**src/rtl/clk_div_ctrl.sv**
```systemverilog
// Programmable clock divider: clk_out high for H cycles, low for L cycles, ratio changes only at period boundaries.
// Latency: en sampled high in STOP gives clk_out=1 from that edge; accepted config applies at the next boundary.
// Backpressure: cfg_ready drops while a ratio is pending and returns the cycle after it loads. Optional macro CLK_DIV_CTRL_CNT_EN adds period_cnt.
module clk_div_ctrl #(
  parameter int CW       = 8,
  parameter int DEF_HIGH = 2,
  parameter int DEF_LOW  = 1
) (
  input  logic          clk,
  input  logic          rst_n,
  input  logic          en,
  input  logic          cfg_valid,
  output logic          cfg_ready,
  input  logic [CW-1:0] cfg_high,
  input  logic [CW-1:0] cfg_low,
  output logic          clk_out,
  output logic          busy,
  output logic          period_done,
  output logic          cfg_err,
  output logic [15:0]   period_cnt
);

  typedef enum logic [1:0] {
    ST_STOP = 2'd0,
    ST_HIGH = 2'd1,
    ST_LOW  = 2'd2
  } state_e;

  state_e        state_q, state_d;
  logic [CW-1:0] cnt_q, cnt_d;
  logic [CW-1:0] high_q, high_d;
  logic [CW-1:0] low_q, low_d;
  logic          pend_vld_q, pend_vld_d;
  logic [CW-1:0] pend_high_q, pend_high_d;
  logic [CW-1:0] pend_low_q, pend_low_d;
  logic          clk_out_q, clk_out_d;
  logic          cfg_err_q, cfg_err_d;

  logic          last_high;
  logic          last_low;
  logic          boundary;
  logic          load;
  logic          cfg_fire;
  logic          cfg_bad;

  // Phase-end detection and config handshake qualifiers; counters compare against length-1 in CW bits.
  always_comb begin
    last_high = (cnt_q == (high_q - CW'(1)));
    last_low  = (cnt_q == (low_q - CW'(1)));
    boundary  = (state_q == ST_LOW) && last_low;
    load      = pend_vld_q && ((state_q == ST_STOP) || boundary);
    cfg_fire  = cfg_valid && !pend_vld_q;
    cfg_bad   = cfg_fire && ((cfg_high == '0) || (cfg_low == '0));
  end

  // Next-state logic: a started period always runs to the end of LOW before en is re-examined.
  always_comb begin
    state_d = state_q;
    cnt_d   = cnt_q;
    case (state_q)
      ST_STOP: begin
        cnt_d = '0;
        if (en) state_d = ST_HIGH;
      end
      ST_HIGH: begin
        if (last_high) begin
          state_d = ST_LOW;
          cnt_d   = '0;
        end else begin
          cnt_d = cnt_q + CW'(1);
        end
      end
      ST_LOW: begin
        if (last_low) begin
          state_d = en ? ST_HIGH : ST_STOP;
          cnt_d   = '0;
        end else begin
          cnt_d = cnt_q + CW'(1);
        end
      end
      default: begin
        state_d = ST_STOP;
        cnt_d   = '0;
      end
    endcase
    clk_out_d = (state_d == ST_HIGH);
  end

  // Pending-ratio register: capture a legal offer, swap it into the active ratio at a boundary.
  always_comb begin
    high_d      = high_q;
    low_d       = low_q;
    pend_vld_d  = pend_vld_q;
    pend_high_d = pend_high_q;
    pend_low_d  = pend_low_q;
    cfg_err_d   = cfg_bad;
    if (load) begin
      high_d     = pend_high_q;
      low_d      = pend_low_q;
      pend_vld_d = 1'b0;
    end
    if (cfg_fire && !cfg_bad) begin
      pend_high_d = cfg_high;
      pend_low_d  = cfg_low;
      pend_vld_d  = 1'b1;
    end
  end

  // State and datapath registers with synchronous active-low reset.
  always_ff @(posedge clk) begin
    if (!rst_n) begin
      state_q     <= ST_STOP;
      cnt_q       <= '0;
      high_q      <= CW'(DEF_HIGH);
      low_q       <= CW'(DEF_LOW);
      pend_vld_q  <= 1'b0;
      pend_high_q <= '0;
      pend_low_q  <= '0;
      clk_out_q   <= 1'b0;
      cfg_err_q   <= 1'b0;
    end else begin
      state_q     <= state_d;
      cnt_q       <= cnt_d;
      high_q      <= high_d;
      low_q       <= low_d;
      pend_vld_q  <= pend_vld_d;
      pend_high_q <= pend_high_d;
      pend_low_q  <= pend_low_d;
      clk_out_q   <= clk_out_d;
      cfg_err_q   <= cfg_err_d;
    end
  end

  assign clk_out     = clk_out_q;
  assign busy        = (state_q != ST_STOP);
  assign period_done = boundary;
  assign cfg_err     = cfg_err_q;
  assign cfg_ready   = !pend_vld_q;

`ifdef CLK_DIV_CTRL_CNT_EN
  logic [15:0] period_cnt_q, period_cnt_d;

  // Completed-period counter, wraps naturally at 16 bits.
  always_comb begin
    period_cnt_d = period_cnt_q;
    if (boundary) period_cnt_d = period_cnt_q + 16'd1;
  end

  // Counter register.
  always_ff @(posedge clk) begin
    if (!rst_n) period_cnt_q <= 16'd0;
    else        period_cnt_q <= period_cnt_d;
  end

  assign period_cnt = period_cnt_q;
`else
  assign period_cnt = 16'h0;
`endif

endmodule

```
**config.mk**
```make
export PLATFORM = sky130hd
export DESIGN_NAME = clk_div_ctrl
export DESIGN_NICKNAME = d
export VERILOG_FILES = /design/src/rtl/clk_div_ctrl.sv
export SDC_FILE = /design/constraint.sdc
export NUM_CORES = 1
export LEC_CHECK = 0
export ABC_CLOCK_PERIOD_IN_PS = 2900
export BUFFER_PORTS_ARGS = -buffer_cell sky130_fd_sc_hd__buf_2
export CORE_ASPECT_RATIO = 1.25
export CORE_MARGIN = 4
export CORE_UTILIZATION = 58
export CTS_CLUSTER_DIAMETER = 30
export CTS_CLUSTER_SIZE = 40
export DETAILED_ROUTE_END_ITERATION = 12
export GPL_TIMING_DRIVEN = 0
export PLACE_DENSITY = 0.8
export SYNTH_ARGS = -nofsm -noshare
export SYNTH_HDL_FRONTEND = slang
export SYNTH_SLANG_ARGS = --single-unit
```
**constraint.sdc**
```tcl
create_clock -name clk -period 2.9 [get_ports clk]
set_input_delay 0.58 -clock clk [delete_from_list [all_inputs] [get_ports clk]]
set_output_delay 0.58 -clock clk [all_outputs]
set_load 0.05 [all_outputs]
```
==> results.cfg <==
[status]
run_status = finished, final reports clean

[drt]
drc = 0
drt_iter0_markers = 122
ant_nets = 0
vias_per_cell = 5.72
route.final.wire_length_um = 6310
iteration_count_of_the_initial_detailed_routing_pass = 4
detail_route.wl_per_cell_um = 14.6
vias = 2477

[floorplan]
dieWidth_um = 71.9
num_io_pins = 41
coreArea_sq_mm = 0.00483
rows = 28
die_height_um = 87.9
initial_core_util = 0.612
floorplan.die_area_sq_mm = 0.00632

[critical_path]
critical_path_rt_ps = 2320
slowest_delay_ps = 550
setup.worst_path.start_class = register
slack_of_the_worst_reg_to_reg_path_ps = 330
crit_path_arrival_time_ps = 2270
timing.setup.critical_path_class = reg -> out
worst_r2r_endpoint = high_q[7]
worst-path-max-fanout = 4
worstSetupEndpointType = primary output
r2r_cells = 9
critical_path.reg2reg.startpoint = low_q[0]
critical-path-slowest-cell = or4_4
ordered_list_of_cells_on_the_worst_path = or4_4, and4bb_1, a211oi_2, a2111o_1, buf_6, inv_12, buf_12

[timing]
setup_viol = 0
maxSlewViolCount = 0
final.min_clock_period_ps = 2850
worst_pin_slew_ps = 553
clock.fmax_ghz = 0.350
timing.slew.headroom = 0.629
grt_setup_unrepaired = true
clock_skew_ps = 7.81
post-route-period-util = 0.984
finalHoldViolations = 0
hold_slack_ps = 504

[final_layout]
drive_gt1_frac = 0.255
antenna-diode-count = 0
final-seq-area_sq_um = 903
layout.cells.non_filler = 433
finalNetCount = 400
final.fill_count = 381
multiInputGateArea_sq_mm = 0.00179
syn2layout_area_growth_pct = 13.2

[synth]
mux_cell_area_share_after_synthesis = 0.108
post_synth.cell_area_avg_sq_um = 9.08
synth_top_family_by_area = simple AND/OR/NAND/NOR gates
synth-edff-count = 0
synth.yosys.warnings = 0
postSynthRegisterBits = 45
synth_seq_area_share = 0.304
post_synthesis_cell_type_count = 61
post_synth_instance_area_sq_mm = 0.00296
synthArstFlopShare = 0
synthAdderAreaFrac = 0.0296
synthCells = 326
simple_gate_portion_of_the_synthesized_area = 0.248
synth_flop_cell = dfxtp_1
synth-compound-area-share = 0.119
synth_xor_xnor_area_share = 0.0680

[clock_network]
cts_buffer_count = 5
number_of_clock_sinks_seen_by_cts = 45
htree_num_levels = 2
clk_latency_ps = 290
clock-root-buffer = clkbuf_8
clock_tree_from_tritoncts = built
clk_pin_slew_ps = 80
clock_path_buffers = 2

[power_and_ir_drop]
ir_worst_vdd_v = 0.000323
p_leak_nw = 1.41
p_per_area_mw_per_mm2 = 512

[global_route]
global_route.overflow_total = 0
grt_first_pass_wirelength_um = 11000
first_global_vias = 2456
grt_use_total = 0.215
initial_antenna_violation_count = 0
largest_net_degree_at_the_start_of_global_routing = 14

[min_path]
hold_depth = 2
min_from = pend_low_q[1]
hold-path-endpoint = low_q[1]
hp-class = reg -> reg

[placed_design]
globalplace.congestion = 0.893
place_inst = 425
port_buffers = 24
place_hpwl_um = 4930

[job]
max_cap_violations = 0
-- power by group --
| part | internal (mW) | switching, mW |
|---|---|---|
| clock | 0.189 | 0.203 |
| combinational | 0.228 | 0.383 |
| sequential | 0.665 | 0.0470 |
-- per-layer routing --
metal  routed length [um]  GRT usage
met5                    0          0
met4                  158     0.0957
met1                 2610      0.239
met2                 3270      0.395
met3                  274     0.0367
-- synthesized netlist by cell type, drive strengths merged (5+ instances only) --
library cell	n	area (sq um)
a211oi	9	72.6
dfxtp	45	901
o21ai	7	35.0
nor3	5	25.0
buf	27	225
xnor2	15	131
inv	10	45.0
o211ai	8	60.1
a31oi	5	31.3
nand4	7	43.8
ha	7	87.6
and3	5	31.3
clkbuf	6	32.5
xor2	8	70.1
nor2b	16	100
nand3	65	360
nand2	5	18.8
nor2	5	18.8
mux2i	17	170
mux2	11	150
nor4	5	31.3
-- worst max-delay path by stage --
stage | from | endpoint | slack, ps
global route | low_q[0] | period_done | -50
finish | low_q[0] | period_done | 50
CTS | low_q[1] | period_done | 40
global placement | low_q[0] | period_done | -200
detailed placement | low_q[0] | period_done | -240
floorplan | low_q[0] | period_done | 190
-- cells by family (layout without fill, tap and decap cells) --
logic type	after synthesis	in the layout
AO/OA/AOI/OAI	47	47
adder cells (fa/ha/maj)	7	7
flip-flops	45	45
AND/OR/NAND/NOR	125	125
multiplexers	28	28
buffers and inverters	50	82
other	1	16
XOR/XNOR	23	23
-- layout by cell type, fill, tap and decap left out, types with 5 or more instances in the layout --
cell type	Yosys	final
nand3_1	58	58
dfxtp_1	45	43
buf_2	2	25
buf_4	18	20
mux2i_1	17	17
nor2b_1	16	16
conb_1	1	16
xnor2_1	15	15
xor2_1	8	8
o211ai_1	8	8
a211oi_1	8	8
inv_1	9	7
clkbuf_8	1	7
mux2_4	7	7
nand3_2	7	7
nand4_1	7	7
clkbuf_1	5	6
o21ai_0	6	6
ha_1	7	6
buf_6	5	5
nor2_1	5	5
nor3_1	5	5
nand2_1	5	5
and3_1	5	5
a31oi_1	5	5
-- layout make-up --
class,instances,area share
Inverter,12,0.0172
Buffer,37,0.0859
Clock buffer,7,0.0258
Sequential cell,45,0.270
Multi-Input combinational cell,246,0.535
Tap cell,60,0.0224
Timing Repair Buffer,26,0.0448
-- worst max-delay path, delay by kind of cell (launching register included) --
kind,cells,cell delay [ps]
AND/OR/NAND/NOR,2,830
AO/OA/AOI/OAI,2,490
flip-flops,1,350
buffers and inverters,3,320
-- what timing repair did --
action / 4_1_cts / 5_1_grt
setup endpoints to repair: 1 / 1
setup buffers: 2 / 0
pin swaps: 3 / 0
hold buffers: 0 / 0
gates resized for setup: 13 / 2
-- metrics by stage --
step	total power [mW]	cell area, sq um	utilization	worst slack [ps]	TNS [ps]
after global routing	1.81	3350	0.693	-50.1	-50.1
after global placement	1.30	3210	0.664	-198	-198
after detailed placement	1.31	3210	0.664	-242	-242
after CTS	1.72	3350	0.693	41.3	0
final	1.72	3350	0.693	45.0	0
after floorplan	1.19	3020	-	187	0
-- flip-flops by register name, indices dropped and copies added, names as in the netlist --
signal	flops
high_q	8
pend_vld_q	1
pend_low_q	8
cfg_err	1
cnt_q	8
clk_out	1
low_q	8
state_q	2
pend_high_q	8
Note: power is estimated with default switching activity, not from simulation.
